`config.mk`:
```
export PLATFORM = sky130hd
export DESIGN_NAME = led_bank_display_flat
export DESIGN_NICKNAME = d
export VERILOG_FILES = /design/src/rtl/led_bank_display_if.sv /design/src/rtl/led_bank_display.sv /design/src/flat_wrapper.sv
export SDC_FILE = /design/constraint.sdc
export NUM_CORES = 1
export LEC_CHECK = 0
export ABC_AREA = 1
export CAP_MARGIN = 20
export CORE_MARGIN = 8
export CORE_UTILIZATION = 60
export DETAILED_ROUTE_END_ITERATION = 7
export PLACE_DENSITY = 0.84
export SYNTH_ARGS = -nofsm -noshare
export SYNTH_HDL_FRONTEND = slang
export SYNTH_SLANG_ARGS = --single-unit
```
`constraint.sdc`:
```
create_clock -name clk -period 4.9 [get_ports clk]
set_clock_uncertainty 0.2 [all_clocks]
set_input_delay 0.735 -clock clk [delete_from_list [all_inputs] [get_ports clk]]
set_output_delay 0.735 -clock clk [all_outputs]
set_load 0.005 [all_outputs]
```
`src/rtl/led_bank_display_if.sv`:
```
// ---------------------------------------------------------------------------
// led_bank_display_if
// Row-write port of the LED-array renderer.
//   wr_valid  master -> slave  row-write request
//   wr_ready  slave  -> master write accepted when high with wr_valid
//   wr_row    master -> slave  target row (rows >= ROWS are accepted and dropped)
//   wr_data   master -> slave  row word, MSB is the leftmost LED
// ---------------------------------------------------------------------------
interface led_bank_display_if #(
  parameter int BITS = 8
);
  logic            wr_valid;
  logic            wr_ready;
  logic [2:0]      wr_row;
  logic [BITS-1:0] wr_data;

  modport master (
    output wr_valid,
    output wr_row,
    output wr_data,
    input  wr_ready
  );

  modport slave (
    input  wr_valid,
    input  wr_row,
    input  wr_data,
    output wr_ready
  );
endinterface

```
`src/rtl/led_bank_display.sv`:
```
// ---------------------------------------------------------------------------
// led_bank_display
// Draws ROWS rows of BITS square LEDs, one row word per row, MSB leftmost.
// Follows the VGA timing generator's pixel coordinates and strobe and emits
// a 3-bit colour two strobes later (stage 1: geometry/bit lookup, stage 2:
// colour select).
//
// Ports:
//   clk          system clock
//   rstn         asynchronous active-low reset
//   px_en        pixel strobe; every pixel-path register advances only on it
//   x_px, y_px   current pixel column / line
//   activevideo  visible region
//   wr           row-write port (led_bank_display_if.slave)
//   frame_irq    one-clk pulse after a commit that carried new data
//   color_px     pixel colour
//
// Build option LED_SHADOW_EN:
//   defined   - writes land in a pending buffer, copied to the display
//               buffer at x_px==0, y_px==V_ACTIVE; frame_irq reports it and
//               wr_ready drops for that one cycle.
//   undefined - writes go straight to the display buffer (tearing allowed),
//               wr_ready is always 1 and frame_irq is always 0.
// ---------------------------------------------------------------------------
module led_bank_display #(
  parameter int         BITS     = 8,
  parameter int         ROWS     = 4,
  parameter int         LED_W    = 80,
  parameter int         LED_H    = 80,
  parameter int         BORDER   = 8,
  parameter int         X0       = 0,
  parameter int         Y0       = 0,
  parameter int         V_ACTIVE = 480,
  parameter logic [2:0] C_ON     = 3'b010,
  parameter logic [2:0] C_OFF    = 3'b001,
  parameter logic [2:0] C_BORDER = 3'b111,
  parameter logic [2:0] C_BG     = 3'b000
) (
  input  logic                clk,
  input  logic                rstn,
  input  logic                px_en,
  input  logic [9:0]          x_px,
  input  logic [9:0]          y_px,
  input  logic                activevideo,
  led_bank_display_if.slave   wr,
  output logic                frame_irq,
  output logic [2:0]          color_px
);

  localparam int CXW  = (LED_W > 1) ? $clog2(LED_W) : 1;
  localparam int CYW  = (LED_H > 1) ? $clog2(LED_H) : 1;
  localparam int COLW = $clog2(BITS + 1);
  localparam int ROWW = $clog2(ROWS + 1);
  localparam int BIW  = (BITS > 1) ? $clog2(BITS) : 1;
  localparam int RIW  = (ROWS > 1) ? $clog2(ROWS) : 1;

  // -------------------------------------------------------------------------
  // Geometry counters. The *_cur values are what the counters hold for the
  // pixel being presented right now, so stage 1 sees geometry aligned to
  // x_px/y_px instead of one strobe behind.
  // -------------------------------------------------------------------------
  logic [CXW-1:0]  cx_reg,  cx_cur;
  logic [COLW-1:0] col_reg, col_cur;
  logic [CYW-1:0]  cy_reg,  cy_cur;
  logic [ROWW-1:0] row_reg, row_cur;

  always_comb begin
    cx_cur  = cx_reg;
    col_cur = col_reg;
    if (px_en) begin
      if (x_px == 10'(X0)) begin
        cx_cur  = '0;
        col_cur = '0;
      end else if (cx_reg == CXW'(LED_W - 1)) begin
        cx_cur = '0;
        // saturate so the beam never wraps back into the array
        if (col_reg != COLW'(BITS))
          col_cur = col_reg + COLW'(1);
      end else begin
        cx_cur = cx_reg + CXW'(1);
      end
    end
  end

  // vertical scheme steps once per line, on the strobe with x_px==0
  always_comb begin
    cy_cur  = cy_reg;
    row_cur = row_reg;
    if (px_en && (x_px == 10'd0)) begin
      if (y_px == 10'(Y0)) begin
        cy_cur  = '0;
        row_cur = '0;
      end else if (cy_reg == CYW'(LED_H - 1)) begin
        cy_cur = '0;
        if (row_reg != ROWW'(ROWS))
          row_cur = row_reg + ROWW'(1);
      end else begin
        cy_cur = cy_reg + CYW'(1);
      end
    end
  end

  always_ff @(posedge clk or negedge rstn) begin
    if (!rstn) begin
      cx_reg  <= '0;
      col_reg <= '0;
      cy_reg  <= '0;
      row_reg <= '0;
    end else begin
      cx_reg  <= cx_cur;
      col_reg <= col_cur;
      cy_reg  <= cy_cur;
      row_reg <= row_cur;
    end
  end

  // -------------------------------------------------------------------------
  // Row storage
  // -------------------------------------------------------------------------
  logic           wr_fire;
  logic           row_hit;
  logic [RIW-1:0] wr_idx;
  logic           commit;

  assign wr_fire = wr.wr_valid && wr.wr_ready;
  // widened compare so ROWS==8 does not overflow a 3-bit constant
  assign row_hit = ({1'b0, wr.wr_row} < 4'(ROWS));
  assign wr_idx  = wr.wr_row[RIW-1:0];

  logic [ROWS-1:0][BITS-1:0] disp_all;

`ifdef LED_SHADOW_EN
  logic dirty_reg;
  logic frame_irq_reg;

  assign commit      = px_en && (x_px == 10'd0) && (y_px == 10'(V_ACTIVE));
  // the commit cycle owns the buffers, so a write then must be retried
  assign wr.wr_ready = !commit;
  assign frame_irq   = frame_irq_reg;

  always_ff @(posedge clk or negedge rstn) begin
    if (!rstn) begin
      dirty_reg     <= 1'b0;
      frame_irq_reg <= 1'b0;
    end else begin
      frame_irq_reg <= commit && dirty_reg;
      if (commit)
        dirty_reg <= 1'b0;
      else if (wr_fire && row_hit)
        dirty_reg <= 1'b1;
    end
  end
`else
  assign commit      = 1'b0;
  assign wr.wr_ready = 1'b1;
  assign frame_irq   = 1'b0;
`endif

  genvar gi;
  generate
    for (gi = 0; gi < ROWS; gi++) begin : g_row
      logic            wr_sel;
      logic [BITS-1:0] disp_reg;

      assign wr_sel       = wr_fire && row_hit && (wr_idx == RIW'(gi));
      assign disp_all[gi] = disp_reg;

`ifdef LED_SHADOW_EN
      logic [BITS-1:0] pend_reg;

      always_ff @(posedge clk or negedge rstn) begin
        if (!rstn) begin
          pend_reg <= '0;
          disp_reg <= '0;
        end else begin
          if (wr_sel)
            pend_reg <= wr.wr_data;
          if (commit)
            disp_reg <= pend_reg;
        end
      end
`else
      always_ff @(posedge clk or negedge rstn) begin
        if (!rstn)
          disp_reg <= '0;
        else if (wr_sel)
          disp_reg <= wr.wr_data;
      end
`endif
    end
  endgenerate

  // -------------------------------------------------------------------------
  // Stage 1: in-array / border flags and the LED bit under the beam
  // -------------------------------------------------------------------------
  logic            in_array_cur;
  logic            border_cur;
  logic [RIW-1:0]  row_idx;
  logic [BIW-1:0]  col_idx;
  logic [BITS-1:0] row_word;
  logic [BITS-1:0] word_rev;
  logic            bit_cur;

  assign in_array_cur = (col_cur < COLW'(BITS)) && (row_cur < ROWW'(ROWS));
  assign border_cur   = (cx_cur < CXW'(BORDER)) || (cx_cur >= CXW'(LED_W - BORDER)) ||
                        (cy_cur < CYW'(BORDER)) || (cy_cur >= CYW'(LED_H - BORDER));

  // clamp indices so out-of-array positions never address past the storage
  assign row_idx  = (row_cur < ROWW'(ROWS)) ? row_cur[RIW-1:0] : '0;
  assign col_idx  = (col_cur < COLW'(BITS)) ? col_cur[BIW-1:0] : '0;
  assign row_word = disp_all[row_idx];

  // column 0 is the MSB
  generate
    for (gi = 0; gi < BITS; gi++) begin : g_rev
      assign word_rev[gi] = row_word[BITS-1-gi];
    end
  endgenerate

  assign bit_cur = word_rev[col_idx];

  logic s1_active_reg;
  logic s1_in_array_reg;
  logic s1_border_reg;
  logic s1_bit_reg;
  logic [2:0] color_reg;
  logic [2:0] color_next;

  // -------------------------------------------------------------------------
  // Stage 2: colour select
  // -------------------------------------------------------------------------
  always_comb begin
    color_next = 3'b000;
    if (!s1_active_reg)
      color_next = 3'b000;
    else if (!s1_in_array_reg)
      color_next = C_BG;
    else if (s1_border_reg)
      color_next = C_BORDER;
    else if (s1_bit_reg)
      color_next = C_ON;
    else
      color_next = C_OFF;
  end

  always_ff @(posedge clk or negedge rstn) begin
    if (!rstn) begin
      s1_active_reg   <= 1'b0;
      s1_in_array_reg <= 1'b0;
      s1_border_reg   <= 1'b0;
      s1_bit_reg      <= 1'b0;
      color_reg       <= 3'b000;
    end else if (px_en) begin
      s1_active_reg   <= activevideo;
      s1_in_array_reg <= in_array_cur;
      s1_border_reg   <= border_cur;
      s1_bit_reg      <= bit_cur;
      color_reg       <= color_next;
    end
  end

  assign color_px = color_reg;

endmodule

```
`src/flat_wrapper.sv`:
```
// flat-port wrapper written by rule: the top's interface ports become plain ports
module led_bank_display_flat 
#(
  parameter int         BITS     = 8,
  parameter int         ROWS     = 4,
  parameter int         LED_W    = 80,
  parameter int         LED_H    = 80,
  parameter int         BORDER   = 8,
  parameter int         X0       = 0,
  parameter int         Y0       = 0,
  parameter int         V_ACTIVE = 480,
  parameter logic [2:0] C_ON     = 3'b010,
  parameter logic [2:0] C_OFF    = 3'b001,
  parameter logic [2:0] C_BORDER = 3'b111,
  parameter logic [2:0] C_BG     = 3'b000
)
  (clk, rstn, px_en, x_px, y_px, activevideo, frame_irq, color_px, wr_wr_valid, wr_wr_row, wr_wr_data, wr_wr_ready);
  led_bank_display_if #(.BITS(BITS)) wr_i ();
  input  logic clk;
  input  logic rstn;
  input  logic px_en;
  input  logic [9:0] x_px;
  input  logic [9:0] y_px;
  input  logic activevideo;
  output logic frame_irq;
  output logic [2:0] color_px;
  input wire logic [$bits(wr_i.wr_valid)-1:0] wr_wr_valid;
  input wire logic [$bits(wr_i.wr_row)-1:0] wr_wr_row;
  input wire logic [$bits(wr_i.wr_data)-1:0] wr_wr_data;
  output wire logic [$bits(wr_i.wr_ready)-1:0] wr_wr_ready;
  assign wr_i.wr_valid = wr_wr_valid;
  assign wr_i.wr_row = wr_wr_row;
  assign wr_i.wr_data = wr_wr_data;
  assign wr_wr_ready = wr_i.wr_ready;
  led_bank_display #(.BITS(BITS), .ROWS(ROWS), .LED_W(LED_W), .LED_H(LED_H), .BORDER(BORDER), .X0(X0), .Y0(Y0), .V_ACTIVE(V_ACTIVE), .C_ON(C_ON), .C_OFF(C_OFF), .C_BORDER(C_BORDER), .C_BG(C_BG)) u_core (.clk(clk), .rstn(rstn), .px_en(px_en), .x_px(x_px), .y_px(y_px), .activevideo(activevideo), .wr(wr_i), .frame_irq(frame_irq), .color_px(color_px));
endmodule
```
After elaboration in Yosys (flattened, before gate mapping)
Index checks and enable logic that the tools add are counted.
{"block": "totals", "ff_bits": 60, "inputBits": 36, "output_inout_bits": 5, "elab_cells": 70}
{"block": "op_classes", "n_addsub": 4, "magnitude_cmp": 9, "eq_ne": 7, "mux": 24, "reduce_logical": 13}
{"operator": "7-bit two-way mux", "count": 6}
{"operator": "3-bit two-way mux", "count": 8}
{"operator": "10-bit logical NOT", "count": 2}
{"operator": "8-bit binary-select mux with 2-bit select", "count": 1}
{"operator": "4-bit two-way mux", "count": 4}
{"operator": "7-bit by 1-bit adder with 7-bit output (second input constant)", "count": 2}
{"operator": "7-bit equality test (second input constant)", "count": 2}
{"operator": "7-bit greater-or-equal comparator (second input constant)", "count": 2}
{"operator": "7-bit by 4-bit less-than comparator with 1-bit output (second input constant)", "count": 2}
{"operator": "8-bit two-way mux", "count": 1}
{"operator": "1-bit logical AND", "count": 7}
{"operator": "3-bit less-than comparator (second input constant)", "count": 2}
{"operator": "4-bit by 1-bit adder with 4-bit output (second input constant)", "count": 1}
{"operator": "2-bit equality test (second input constant)", "count": 2}
{"operator": "3-bit by 4-bit less-than comparator with 1-bit output (second input constant)", "count": 1}
{"operator": "4-bit less-than comparator (second input constant)", "count": 1}
{"operator": "2-bit two-way mux", "count": 2}
{"operator": "4-bit inequality test (second input constant)", "count": 1}
{"operator": "3-bit by 1-bit adder with 3-bit output (second input constant)", "count": 1}
{"operator": "1-bit binary-select mux with 3-bit select", "count": 1}
{"operator": "1-bit logical OR", "count": 3}
{"operator": "2-bit by 3-bit less-than comparator with 1-bit output (second input constant)", "count": 1}
{"operator": "3-bit inequality test (second input constant)", "count": 1}
{"operator": "2-bit by 1-bit equality test with 1-bit output (second input constant)", "count": 1}
{"operator": "2 further kinds", "count": 2}

Depth between registers and ports, before layout
{"block": "logic_depth", "word_depth": 11, "depth_mapped": 18, "mapped_depth_nobuf": 18}

Worst setup path before layout
OpenSTA, ideal clock, no wires.
{"block": "synth_timing", "kind": "in2reg", "start": "input x_px[1]", "end": "register u_core.s1_bit_reg", "t_arrival_ns": 2.146, "required_time_ns": 4.583, "path_slack_ns": 2.436, "stages": 14, "n_path_buf": 1, "path_cell_list": "or2_1 nor2_4 nand3_4 clkinv_1 nand3_1 nand2_2 buf_4 nand3_1 nand3_1 nand3_1 nand3_1 nand3_1 nand3_1 nand2_1"}
{"block": "synth_via", "elab_chain_cells": 9, "elab_cells_between_ends": 13}
{"item": "start: declaration", "line_no": "flat_wrapper.sv:22", "text": "input logic [9:0] x_px;"}
{"item": "10-bit logical NOT (*)", "line_no": "led_bank_display.sv:71, led_bank_display.sv:89"}
{"item": "1-bit logical AND", "line_no": "led_bank_display.sv:89", "text": "if (px_en && (x_px == 10'd0)) begin"}
{"item": "3-bit two-way mux", "line_no": "led_bank_display.sv:89"}
{"item": "3-bit less-than comparator", "line_no": "led_bank_display.sv:209", "text": "assign row_idx = (row_cur < ROWW'(ROWS)) ? row_cur[RIW-1:0] : '0;"}
{"item": "2-bit two-way mux", "line_no": "led_bank_display.sv:209"}
{"item": "8-bit binary-select mux with 2-bit select", "line_no": "led_bank_display.sv:211", "text": "assign row_word = disp_all[row_idx];"}
{"item": "8-bit two-way mux (implied by the code)", "line_no": "led_bank_display.sv:211"}
{"item": "1-bit binary-select mux with 3-bit select (*)", "line_no": "led_bank_display.sv:220", "text": "assign bit_cur = word_rev[col_idx];"}
{"item": "1-bit two-way mux (implied by the code) (*)", "line_no": "led_bank_display.sv:220"}
{"item": "end signal: assignment", "line_no": "led_bank_display.sv:257", "text": "s1_bit_reg <= bit_cur;"}
{"item": "end: declaration", "line_no": "led_bank_display.sv:225", "text": "logic s1_bit_reg;"}
Mark *: on every way between the ends. The rest lies on a longest branch, timed or not. The select of a mux whose other input is x is not followed.
A chain may end at the register's enable or synchronous reset.

Worst setup path after layout
{"block": "layout_timing", "start": "input px_en", "end": "register u_core.s1_bit_reg"}
{"block": "layout_via", "elab_chain_cells": 8, "elab_cells_between_ends": 11}
{"item": "start: declaration", "line_no": "flat_wrapper.sv:21", "text": "input logic px_en;"}
{"item": "1-bit logical AND", "line_no": "led_bank_display.sv:89"}
{"item": "3-bit two-way mux", "line_no": "led_bank_display.sv:89"}
{"item": "3-bit less-than comparator", "line_no": "led_bank_display.sv:209"}
{"item": "2-bit two-way mux", "line_no": "led_bank_display.sv:209"}
{"item": "8-bit binary-select mux with 2-bit select", "line_no": "led_bank_display.sv:211"}
{"item": "8-bit two-way mux (implied by the code)", "line_no": "led_bank_display.sv:211"}
{"item": "1-bit binary-select mux with 3-bit select", "line_no": "led_bank_display.sv:220"}
{"item": "1-bit two-way mux (implied by the code)", "line_no": "led_bank_display.sv:220"}
Several ways; a longest one is shown, not always the timed one. The select of a mux whose other input is x is not followed.

==> flow_summary.toml <==
[run_status]
status = "completed"

[flow_run]
drv_cap = 0

[sta]
fmax_mhz = 314
finalCritPeriodShare_pct = 65.0
tightest_slew_ns = 0.745
setup_viol = 0
period_needed_ns = 3.18
drv_slew = 0
timing.slew.headroom_pct = 50.3
setup-tns-final_ns = 0
rsz0062_at_grt = "false"
final_hold_viol_count = 0

[critical_path]
path_max_fanout = 18
start_kind = "primary input"
worstReg2RegStart = "u_core.row_reg[0]$_DFF_PN0_"
ff2ff_path_depth = 15
r2r_end = "u_core.s1_bit_reg$_DFFE_PN0P_"
cp.arrival_ns = 3.23
worst_setup_path_end_kind = "flop"
crit_required_ns = 4.94
crit_type = "in2reg"
regToRegSetupSlack_ns = 2.27

[die]
dieArea_um2 = 8220
rows = 27
die_h_um = 90.7
coreArea_um2 = 5440
ios = 41
die_w_um = 90.7
start_util_pct = 61.5

[synthesis]
synth_top_area_share_pct = 44.9
synthTopCellsByCount = "nand2_1 (108), inv_1 (67), dfrtp_1 (60), nand3_1 (57), o21ai_0 (42)"
synth_fp_nets = 485
syn_avg_cell_area_um2 = 7.55
ys_warn_count = 0
yosysMostFrequentCell = "nand2_1"
synth_edf_count = 0
synth_seq_cells = 60
ys_seq_area_share_pct = 44.9
synth.area.top_cells = "dfrtp_1 (45%), nand2_1 (12%), nand3_1 (8.5%)"
async_flop_share_pct = 100
yosysTopAreaCell = "dfrtp_1"
synth-main-ff-cell = "dfrtp_1"
synth_cell_types = 39
synth_cells = 443
syn_area_um2 = 3340

[final_layout]
multi_input_area_um2 = 1500
areaGrowthSynthToFinish_pct = 17.2
largest_reg_flops = 32
fin_nets = 523
postLayoutCellArea_um2 = 3920
antenna_cells = 0
final-seq-area_um2 = 1500
fillers = 435
drive_gt1_share_pct = 5.97

[global_route]
antenna_found_initial = 0
grt_first_pass_wirelength_mm = 12.9
grt_use_met3_pct = 4.49
grt_overflow = 0
grt_pass1_vias = 2973
top_usage_layer = "met2"
use_met2_pct = 33.6
grt_use_total_pct = 19.0
use_met1_pct = 20.4
grt_start_max_net_pins = 61

[power_and_ir_drop]
internal_power_uw = 954
swShare_pct = 30.4
fin_total_pwr_uw = 1370
irDropWorstVdd_uv = 221
combPwrFrac_pct = 21.3
p_leak_uw = 0.00198
p_sw_uw = 416
pwr_density_cell_nw_per_um2 = 349
seqPwrFrac_pct = 47.6
clkPwrFrac_pct = 31.1

[clock_tree]
htree_levels = 3
root_buffer = "clkbuf_8"
postCtsSetupRepairBufs = 0
cts_resized = 0
cts_tree = "yes"
cts.sinks = 60
path_clk_slew_ns = 0.07
holdBufCountCts = 0
clk_latency_ns = 0.35
clockBufferDepth = 2
cts-buffers-inserted = 9

[routing]
drt-initial-drc-count = 145
vias_per_cell = 5.24
route.detailed.drc = 0
ant_nets = 0
vias = 2924
avgRoutedWirePerCell_um = 13.2
first_pass_iters = 4
drt_wl_total_mm = 7.36

[min_path]
hold_class = "reg2reg"
worstHoldEndpoint = "u_core.s1_active_reg$_DFFE_PN0P_"
whs_path_depth = 2
min_from = "u_core.s1_active_reg$_DFFE_PN0P_"

[placement]
gp_congestion = 0.914
dp_hpwl_mm = 5.36
portBuffers = 38
placed_area_um2 = 3740
==> how the worst max path moves through the flow <==
stage	startpoint	endpoint	slack, ns	cells past startpoint
after floorplan	x_px[1]	u_core.s1_bit_reg$_DFFE_PN0P_	2.44	14
after global placement	px_en	u_core.s1_bit_reg$_DFFE_PN0P_	1.42	11
after detailed placement	px_en	u_core.s1_bit_reg$_DFFE_PN0P_	1.35	11
after CTS	px_en	u_core.s1_bit_reg$_DFFE_PN0P_	1.70	11
after global routing	px_en	u_core.s1_bit_reg$_DFFE_PN0P_	1.34	12
final	px_en	u_core.s1_bit_reg$_DFFE_PN0P_	1.72	11
==> critical path, cell delays in order <==
cell,delay [ns]
clkdlybuf4s50_1,0.64
nand3_4,0.31
clkinv_1,0.32
a21oi_4,0.49
nand2_2,0.21
o21ai_1,0.17
nand3_1,0.09
nand3_1,0.07
nand3_1,0.07
nand3_1,0.06
nand2_1,0.05
==> cells in the final DEF (no fill, tap or decap), types with 4 or more instances in the layout <==
| cell type | instances |
|---|---|
| nand2_1 | 108 |
| inv_1 | 67 |
| dfrtp_1 | 60 |
| nand3_1 | 57 |
| o21ai_0 | 42 |
| clkdlybuf4s50_1 | 37 |
| nor2_1 | 36 |
| clkbuf_8 | 9 |
| nand3b_1 | 7 |
| nor3_1 | 6 |
| ha_1 | 6 |
| xnor2_1 | 4 |
| nand2_2 | 4 |
==> area by class of cell <==
cell class	instances	area share, %
Sequential cell	60	38.3
Clock inverter	5	1.34
Inverter	69	6.60
Multi-Input combinational cell	302	38.4
Timing Repair Buffer	39	9.76
Clock buffer	11	3.35
Tap cell	72	2.30
==> per-layer routing <==
layer  part of all wire, %  routed length (um)
met2                    51                3750
met5                     0                   0
met4                   2.7                 201
met3                   3.5                 260
met1                    43                3140
==> power groups by stage <==
| stage | logic [uW] | registers (uW) | clock network [uW] |
|---|---|---|---|
| finish | 292 | 652 | 427 |
| floorplan | 204 | 641 | 0 |
| CTS | 295 | 651 | 430 |
| global placement | 281 | 654 | 0 |
| global route | 338 | 663 | 451 |
| detailed placement | 292 | 659 | 0 |
==> stage by stage <==
stage / setup slack [ns] / util [%] / hold slack [ns] / cells
after floorplan: 2.44 / - / 0.239 / 443
after global placement: 1.42 / 68.7 / 0.259 / 542
after detailed placement: 1.35 / 68.7 / 0.264 / 542
after CTS: 1.70 / 72.1 / 0.281 / 558
after global routing: 1.34 / 72.1 / 0.309 / 558
final: 1.72 / 72.1 / 0.281 / 558
==> cell families after synthesis <==
kind of cell / synth area share (%)
buf+inv: 10.1
flops: 44.9
fa+ha+maj: 2.24
other cells: 0.225
simple gates: 30.9
mux: 0.299
xor+xnor: 1.83
compound gates: 9.50
(Power assumes the default switching activity.)
